### src/rtl/dvsd_1608d.sv
// rtl/dvsd_1608d.sv - sequential restoring divider, 16-bit dividend by 8-bit divisor
//
// Ports:
//   clock      in   system clock, all state updates on the rising edge
//   reset_n    in   synchronous active-low reset
//   start      in   division request, sampled only while idle
//   dividend   in   [DIVIDEND_W-1:0] numerator, captured when start is accepted
//   divisor    in   [DIVISOR_W-1:0]  denominator, captured when start is accepted
//   busy       out  high while a division is in progress
//   done       out  one-cycle pulse when quotient/remainder are valid
//   quotient   out  [DIVIDEND_W-1:0] registered quotient
//   remainder  out  [DIVISOR_W-1:0]  registered remainder
//   dz         out  divide-by-zero flag
//
// Optional feature macro: DVSD_DIVZERO_DETECT_EN
//   defined   - a zero divisor finishes one edge after acceptance with dz=1
//   undefined - dz tied low, a zero divisor runs the full iteration path

module dvsd_1608d #(
    parameter int DIVIDEND_W = 16,
    parameter int DIVISOR_W  = 8
) (
    input  logic                  clock,
    input  logic                  reset_n,
    input  logic                  start,
    input  logic [DIVIDEND_W-1:0] dividend,
    input  logic [DIVISOR_W-1:0]  divisor,
    output logic                  busy,
    output logic                  done,
    output logic [DIVIDEND_W-1:0] quotient,
    output logic [DIVISOR_W-1:0]  remainder,
    output logic                  dz
);

    localparam int CNT_W = $clog2(DIVIDEND_W) + 1;
    localparam logic [CNT_W-1:0] LAST_ITER = CNT_W'(DIVIDEND_W - 1);

    typedef enum logic [1:0] {
        S_IDLE,
        S_RUN,
        S_DONE
    } state_t;

    state_t state;
    state_t state_next;

    // n_reg holds the unconsumed dividend bits in its upper part and the
    // quotient bits produced so far in its lower part; after DIVIDEND_W
    // shifts it holds the full quotient.
    logic [DIVIDEND_W-1:0] n_reg;
    logic [DIVISOR_W-1:0]  d_reg;
    // The partial remainder is architecturally DIVISOR_W+1 bits wide, but
    // after each restore step it is always below the divisor, so only the
    // low DIVISOR_W bits need storing. The extra bit exists in r_shift.
    logic [DIVISOR_W-1:0]  r_reg;
    logic [CNT_W-1:0]      count;

    logic [DIVISOR_W:0]    r_shift;
    logic [DIVISOR_W-1:0]  r_diff;
    logic [DIVISOR_W-1:0]  r_step;
    logic                  take;
    logic [DIVIDEND_W-1:0] n_step;
    logic                  last_iter;
    logic                  div_zero;

    always_comb begin
        r_shift   = {r_reg, n_reg[DIVIDEND_W-1]};
        take      = (r_shift >= {1'b0, d_reg});
        // When take is set the true difference is below 2**DIVISOR_W,
        // so the truncated subtract is exact.
        r_diff    = r_shift[DIVISOR_W-1:0] - d_reg;
        r_step    = take ? r_diff : r_shift[DIVISOR_W-1:0];
        n_step    = {n_reg[DIVIDEND_W-2:0], take};
        last_iter = (count == LAST_ITER);
    end

`ifdef DVSD_DIVZERO_DETECT_EN
    assign div_zero = (d_reg == '0);
`else
    assign div_zero = 1'b0;
`endif

    always_comb begin
        state_next = state;
        case (state)
            S_IDLE: if (start) state_next = S_RUN;
            S_RUN:  if (div_zero || last_iter) state_next = S_DONE;
            S_DONE: state_next = S_IDLE;
            default: state_next = S_IDLE;
        endcase
    end

    always_ff @(posedge clock) begin
        if (!reset_n) begin
            state     <= S_IDLE;
            n_reg     <= '0;
            d_reg     <= '0;
            r_reg     <= '0;
            count     <= '0;
            busy      <= 1'b0;
            done      <= 1'b0;
            quotient  <= '0;
            remainder <= '0;
        end else begin
            state <= state_next;
            done  <= 1'b0;
            case (state)
                S_IDLE: begin
                    if (start) begin
                        n_reg <= dividend;
                        d_reg <= divisor;
                        r_reg <= '0;
                        count <= '0;
                        busy  <= 1'b1;
                    end
                end
                S_RUN: begin
                    if (div_zero) begin
                        // n_reg is still the untouched dividend here.
                        quotient  <= '1;
                        remainder <= n_reg[DIVISOR_W-1:0];
                        busy      <= 1'b0;
                        done      <= 1'b1;
                    end else begin
                        n_reg <= n_step;
                        r_reg <= r_step;
                        count <= count + 1'b1;
                        if (last_iter) begin
                            quotient  <= n_step;
                            remainder <= r_step;
                            busy      <= 1'b0;
                            done      <= 1'b1;
                        end
                    end
                end
                default: ;
            endcase
        end
    end

`ifdef DVSD_DIVZERO_DETECT_EN
    // The flag tracks the most recent completion only.
    always_ff @(posedge clock) begin
        if (!reset_n) begin
            dz <= 1'b0;
        end else if (state == S_RUN) begin
            if (div_zero) begin
                dz <= 1'b1;
            end else if (last_iter) begin
                dz <= 1'b0;
            end
        end
    end
`else
    assign dz = 1'b0;
`endif

endmodule

### config.mk
export PLATFORM = sky130hd
export DESIGN_NAME = dvsd_1608d
export DESIGN_NICKNAME = d
export VERILOG_FILES = /design/src/rtl/dvsd_1608d.sv
export SDC_FILE = /design/constraint.sdc
export NUM_CORES = 1
export LEC_CHECK = 0
export ABC_CLOCK_PERIOD_IN_PS = 2550
export CAP_MARGIN = 10
export CELL_PAD_IN_SITES_DETAIL_PLACEMENT = 0
export CELL_PAD_IN_SITES_GLOBAL_PLACEMENT = 1
export CORE_UTILIZATION = 40
export CTS_BUF_LIST = sky130_fd_sc_hd__clkbuf_8
export DETAILED_ROUTE_END_ITERATION = 7
export PLACE_DENSITY = 0.92
export REMOVE_ABC_BUFFERS = 1
export SLEW_MARGIN = 10
export SYNTH_ARGS = -nofsm -noshare
export SYNTH_HDL_FRONTEND = slang
export SYNTH_SLANG_ARGS = --single-unit
### constraint.sdc
create_clock -name clock -period 2.55 [get_ports clock]
set_clock_uncertainty 0.15 [all_clocks]
set_input_delay 0.51 -clock clock [delete_from_list [all_inputs] [get_ports clock]]
set_output_delay 0.51 -clock clock [all_outputs]
set_load 0.02 [all_outputs]
# Word level (Yosys, flattened, before mapping)

Index checks and enable logic that the tools add are counted.

Input bits: 27
Bits in registers: 65
Word-level logic and storage cells: 38

Add/subtract/negate cells: 2
Mux-type cells: 14
Magnitude comparators: 1
Eq/ne operators: 4
Reductions and logical operators: 8

Operator list:

| kind                | count |
|---|---|
| $pmux 16 s2         | 1 |
| $mux 16             | 1 |
| $mux 8              | 2 |
| $pmux 8 s2          | 1 |
| $pmux 5 s2          | 1 |
| $reduce_and 2->1    | 5 |
| $ge 9x8->1          | 1 |
| $sub 8x8->8         | 1 |
| $add 5x1->5 const B | 1 |
| $eq 5x4->1 const B  | 1 |
| $mux 5              | 1 |
| $mux 2              | 2 |
| $ne 2x2->1 const B  | 2 |
| $pmux 2 s2          | 1 |
| $mux 1              | 3 |
| $reduce_and 3->1    | 1 |
| $eq 2x1->1 const B  | 1 |
| $logic_not 2->1     | 1 |
| $pmux 1 s2          | 1 |
| $reduce_bool 2->1   | 1 |

# Longest topological paths before layout

Gate-level depths: netlist (run 1).

Depth in word-level cells: 3
Gate-level depth with buffers: 9
Mapped depth without buffers: 9

# Worst setup path after synthesis (run 1)

No wires, ideal clock.

Kind: flip-flop to flip-flop
From: register n_reg[15]
To: register r_reg[6]
Cell stages (with the launch flop): 10
Period minus slack after synthesis: 2.107 ns
Arrival time: 1.883 ns
Setup slack: 0.443 ns
Buffers on the path: 0
Cells stage by stage: dfxtp_1 -> inv_1 -> ha_1 -> inv_1 -> fa_1 -> a211o_1 -> a2111oi_0 -> nand4b_1 -> o21ai_1 -> o21ai_0

Longest elaborated chain between the ends: 3

RTL lines:

| what                                      | RTL line | RTL |
|---|---|---|
| start, declared                           | 50       | `logic [DIVIDEND_W-1:0] n_reg;` |
| start signal, assigned                    | 110      | `n_reg <= dividend;` |
| start signal, assigned                    | 125      | `n_reg <= n_step;` |
| $sub 8x8->8 or $ge 9x8->1 (tied branches) | 71, 68   |  |
| $mux 8 *                                  | 72       | `r_step = take ? r_diff : r_shift[DIVISOR_W-1:0];` |
| $pmux 8 s2 *                              | 107      | `case (state)` |
| end signal, assigned                      | 126      | `r_reg <= r_step;` |
| end, declared                             | 55       | `logic [DIVISOR_W-1:0] r_reg;` |

Every way passes the cells marked *; elsewhere a longest branch is shown, timed or not.
A chain may end at the register's enable or synchronous reset.

# Worst setup path after layout (run 1)

Ends and elaborated chain as after synthesis.

==> summary.txt, run 1 <==
Part of the cycle the worst path needs = 91.2%
Largest family of logic cells by synthesized area = simple AND/OR/NAND/NOR gates
Worst skew pair latency = 0.34 ns
Post-route DRC violation count = 0
IO Pins = 54
WL final = 7670 um
# nets final = 479
Max transition margin = 59.6%
Antenna-violating nets left = 0
Final Non-Filler Cells = 545
Crit-path max FO = 4
PnR Total Power = 0.00298 W
TritonCTS Buffers = 9
Top_reg_cell synth = dfxtp_1
CTS tree = done
Remaining global-route overflow = 0
Worst EP arrival = 2.45 ns
Startpoint types = flop
Detailed-route via count = 2885
XOR/XNOR Fraction of Synth Area = 0.859%
CTS clock-pin slew for the worst setup and hold paths = 0.07 ns
Worst path slowest cell = fa_1
Post-Syn Instances = 389
Root buffer cell = clkbuf_8
Die H = 89.4 um
Area share of and/or/nand/nor cells after synthesis = 23.6%
Global-route wire length before repair = 12300 um
Layout cells sized above 1 = 9.42%
Yosys top cell area share = 42.6%
Endpoints failing hold = 0
Post-CTS Hold Fix Bufs = 0
Core area = 7330 um^2
Sink Count = 65
Most used cell along the critical path = inv_1
Number of setup buffers added after CTS = 0
Slew Limit Fails = 0
Layout Utilization = 53.6%
Post-synthesis mux area share = 0%
Number of global-route vias before repair = 2618
Initial drt markers = 119
RSZ-0062 raised after global routing = no
Global placer's final weighted congestion = 0.953
Synthesized area per cell = 7.86 um^2
DP Cell Count = 529
Max-cap viol count = 0
Synthesized area = 3060 um^2
Yosys warns = 0
Initial core utilization = 41.7%
Post-synth EDFFs = 0
Final setup viols = 0
Largest net degree at the start of global routing = 36
Post-synth top area cell = dfxtp_1
Setup CP Type = flop to flop
Vias per cell = 5.29
Synth top area cells = dfxtp_1 43%, nand2_1 11%, a21oi_1 6.1%, a311oi_1 4.3%, nor2_1 4.3%
Clock Path Buffers = 2
Die width = 89.4 um
Setup_tns = 0 ns
Worst-margin pin slew = 0.603 ns
Initial antenna violation count = 0
Ant diodes = 0
Htree depth = 3
Drt pass-1 iters = 4
Placed cell area = 3710 um^2
Most frequent cells in the layout = 89 x nand2_1, 65 x dfxtp_1, 52 x clkdlybuf4s50_1
Sequential area share after synthesis = 42.6%
Leak = 1.45 nW
Die Area = 8000 um^2
Fmax = 430 MHz
Complex-gate fraction of the synthesized area = 22.7%
Number of I/O port buffers = 52
Pwr dens = 758 nW/um^2
Design area = 3930 um^2
Area delta synth->final = 28.4%
Drt wl/cell = 14.1 um
Post-Synth Adder-Cell Area = 4.75%
Async SR Flop Fraction = 0%
CP Data Required Time = 2.68 ns
Rows = 31
Final worst path period need = 2.33 ns
#FFs+latches synth = 65
Most common cell after layout, fill and taps aside = nand2_1
Critical Path End Type = flop
Post-CTS Resized = 0
Peak per-stage delay on the critical path = 0.39 ns
Cell variety after synth = 51
Worst path cell trace = inv_1, ha_1, inv_1, fa_1, a211o_1, a2111oi_1, nand4b_1, o21ai_1, o21ai_0
Detailed Place HPWL = 5280 um
Global-route usage over all layers = 20.3%
Peak supply drop = 308 uV
Hold Crit Class = flop to flop
Status = finished, final reports clean
[cells by family (layout without fill, tap and decap cells)]
family / count (synthesis) / count (layout)
fa+ha+maj: 11 / 11
compound gates: 106 / 106
simple gates: 164 / 164
buf+inv: 39 / 96
xor+xnor: 3 / 3
other cells: 1 / 1
flops: 65 / 65
[area by class of cell]
| type | count | area (um^2) |
|---|---|---|
| multi-input cells | 285 | 1600 |
| repair buffers | 68 | 641 |
| clock buffers | 9 | 124 |
| inverters | 12 | 45.0 |
| flip-flops and latches | 65 | 1300 |
| clock inverters | 7 | 95.1 |
| fillers | 681 | 3400 |
| well taps | 99 | 124 |
[synth_stat cells, types with 2 or more instances]
cell type   n
clkbuf_1   14
and3_1      2
xor2_1      2
o21ai_0    18
a21oi_1    37
a21oi_2     3
and2_1      2
nor3_1      5
a311oi_1   15
or3_1       3
inv_1      11
buf_4       2
o31ai_1     3
a211oi_1    3
nand3_1    13
nand2_1    89
nor2b_1     2
a31oi_1     7
nor2_1     35
nand3b_1    3
o211ai_1    6
ha_1       10
dfxtp_1    65
nand2b_1    2
buf_1       2
buf_2       9
nor3b_1     2
[per-stage QoR]
step / setup slack, ns / hold slack (ns)
after CTS: 0.248 / 0.301
after floorplan: -0.651 / 0.264
after detailed placement: 0.242 / 0.291
after global routing: 0.0209 / 0.320
final: 0.224 / 0.298
after global placement: 0.337 / 0.281
[worst max-delay path, delay by kind of cell (launching register included)]
| family | cells | cell delay (ns) |
|---|---|---|
| adder cells (fa/ha/maj) | 2 | 0.59 |
| flip-flops | 1 | 0.30 |
| buffers and inverters | 2 | 0.17 |
| AO/OA/AOI/OAI | 4 | 0.91 |
| AND/OR/NAND/NOR | 1 | 0.15 |
[power breakdown]
group	internal [W]	total (W)	switching, W
Combinational	0.000348	0.000875	0.000526
Clock	0.000552	0.000971	0.000419
Sequential	0.00108	0.00113	0.0000546
Total	0.00198	0.00298	0.00100
[path summary, 6_finish.rpt]
kind,from,endpoint,slack (ns),cells after the start
worst max-delay path,n_reg[15],r_reg[6],0.22,9
worst min-delay path,count[3],count[3],0.30,1
worst min register to register,count[3],count[3],0.30,1
worst max register to register,n_reg[15],r_reg[6],0.22,9
[routing by layer]
layer / wire length, um / vias to the layer above / share of wire [%] / track usage (%)
met2: 3400 / 92 / 44 / 29.8
met3: 419 / 12 / 5.5 / 4.06
met4: 91 / 0 / 1.2 / 8.37
li1: - / 1463 / - / -
met5: 0 / - / 0 / 0
met1: 3760 / 1318 / 49 / 28.9
Power figures use the tool's default switching activity.
==> inputs of run 2 (changes only) <==
ABC_AREA = 1   (was not set)
CAP_MARGIN = 20   (was 10)
==> run 2 against run 1 <==
Setup slack gained 0.27 ns. Area after synthesis grew 3.2%. Register-to-register slack gained 0.27 ns.
==> summary.txt, run 2 <==
Status = finished, final reports clean
Crit-path leading delay family = simple AND/OR/NAND/NOR gates
Detailed Place HPWL = 5100 um
Final setup viols = 0
Part of the cycle the worst path needs = 80.7%
Layout cells sized above 1 = 13.5%
Initial drt markers = 127
Rows = 32
IO Pins = 54
Post-synth EDFFs = 0
Most frequent cell after synthesis = dfxtp_1
Peak supply drop = 352 uV
Synth top area cells = dfxtp_1 41%, a211oi_1 7.1%, nand2_1 7.1%, inv_1 6.3%, nand3_1 5.9%
Final Non-Filler Cells = 554
Number of I/O port buffers = 52
Number of setup buffers added after CTS = 0
Setup CP Type = flop to flop
Pwr dens = 790 nW/um^2
# nets final = 485
Slew Limit Fails = 0
Critical Path End Type = flop
Layout Utilization = 51.9%
CTS tree = done
Max-cap viol count = 0
Endpoints failing hold = 0
Peak per-stage delay on the critical path = 0.38 ns
Synth top cells by count = 65 x dfxtp_1, 60 x nand2_1, 53 x inv_1, 37 x nand3_1, 30 x a211oi_1
Remaining global-route overflow = 0
Drt pass-1 iters = 4
CTS clock-pin slew for the worst setup and hold paths = 0.08 ns
Ant diodes = 0
Crit path buffers/inverters = 4
RSZ-0062 raised after global routing = no
Final worst path period need = 2.06 ns
Worst path slowest cell = dfxtp_1
Cell variety after synth = 39
Synthesized area per cell = 7.95 um^2
Sequential area share after synthesis = 41.2%
Global-route usage over all layers = 18.4%
#FFs+latches synth = 65
Post-synth top area cell = dfxtp_1
Post-CTS Hold Fix Bufs = 0
Fmax = 486 MHz
Most common cell after layout, fill and taps aside = dfxtp_1
Setup_tns = 0 ns
TritonCTS Buffers = 9
Vias per cell = 4.92
Initial antenna violation count = 0
Async SR Flop Fraction = 0%
Worst path cell trace = ha_1, inv_1, nor3_1, ha_1, inv_1, nor2_8, inv_4, nor2_8, inv_2, o21ai_0
Htree depth = 3
Worst skew pair latency = 0.35 ns
Post-CTS Resized = 0
Top_reg_cell synth = dfxtp_1
Die Area = 8250 um^2
Global-route wire length before repair = 11900 um
Most frequent cells in the layout = 65 x dfxtp_1, 60 x nand2_1, 54 x inv_1
Antenna-violating nets left = 0
Drt wl/cell = 12.8 um
DP Cell Count = 538
Clock Path Buffers = 2
Post-route DRC violation count = 0
Root buffer cell = clkbuf_8
Crit-path max FO = 25
Number of global-route vias before repair = 2523
Detailed-route via count = 2723
Largest net degree at the start of global routing = 37
Worst EP arrival = 2.19 ns
Sink Count = 65
Yosys warns = 0
Startpoint types = flop
Die width = 90.8 um
Hold Crit Class = flop to flop
Initial core utilization = 41.1%
CP Data Required Time = 2.68 ns
Synthesized area = 3160 um^2
Leak = 1.66 nW
Area delta synth->final = 26.3%
Core area = 7690 um^2
Global placer's final weighted congestion = 0.827
Register-to-Register Setup Slack = 0.49 ns
WL final = 7100 um
Yosys top cell area share = 41.2%
Die H = 90.8 um
Post-Syn Instances = 397
[run 2: metrics by stage]
step | instance area, um^2 | setup slack (ns) | total power (W) | hold WS, ns
floorplan | 3060 | 0.704 | 0.00195 | 0.285
global route | 3990 | 0.282 | 0.00334 | 0.340
global placement | 3770 | 0.508 | 0.00218 | 0.297
detailed placement | 3770 | 0.452 | 0.00219 | 0.306
finish | 3990 | 0.492 | 0.00315 | 0.312
CTS | 3990 | 0.479 | 0.00316 | 0.316
[run 2: cells by family after synthesis]
| logic type | share of synthesized area (%) |
|---|---|
| AND/OR/NAND/NOR | 24.1 |
| AO/OA/AOI/OAI | 19.2 |
| buffers and inverters | 9.87 |
| flip-flops | 41.2 |
| adder cells (fa/ha/maj) | 4.60 |
| XOR/XNOR | 0.832 |
| other | 0.119 |
[run 2: layout make-up]
cell class | instances | area (um^2)
Fill cell | 768 | 3700
Inverter | 57 | 216
Clock buffer | 9 | 124
Clock inverter | 7 | 96.3
Multi-Input combinational cell | 256 | 1540
Tap cell | 102 | 128
Sequential cell | 65 | 1300
Timing Repair Buffer | 58 | 578
[run 2: path summary, 6_finish.rpt]
| path | from | end | cells past startpoint |
|---|---|---|---|
| hold / removal | d_reg[5] | d_reg[5] | 2 |
| setup reg to reg | count[0] | quotient[15] | 10 |
| hold reg to reg | d_reg[5] | d_reg[5] | 2 |
| setup / recovery | count[0] | quotient[15] | 10 |
[run 2: worst reg2reg max path: stages, from the launching register on]
cell	delay, ns
dfxtp_1	0.38
ha_1	0.16
inv_1	0.05
nor3_1	0.15
ha_1	0.17
inv_1	0.09
nor2_8	0.18
inv_4	0.15
nor2_8	0.14
inv_2	0.15
o21ai_0	0.20
[run 2: routing by layer]
metal	global-route usage, %	up-vias	share of wire, %
li1	-	1412	-
met1	23.4	1235	48
met2	28.6	55	45
met3	3.45	21	3.7
met4	11.2	0	3.6
met5	0	-	0
[run 2: where the power goes]
part           switching (W)  leakage [nW]  internal [W]
combinational       0.000670          1.02      0.000380
sequential         0.0000401         0.531       0.00108
clock               0.000428         0.107      0.000550
total                0.00114          1.66       0.00201
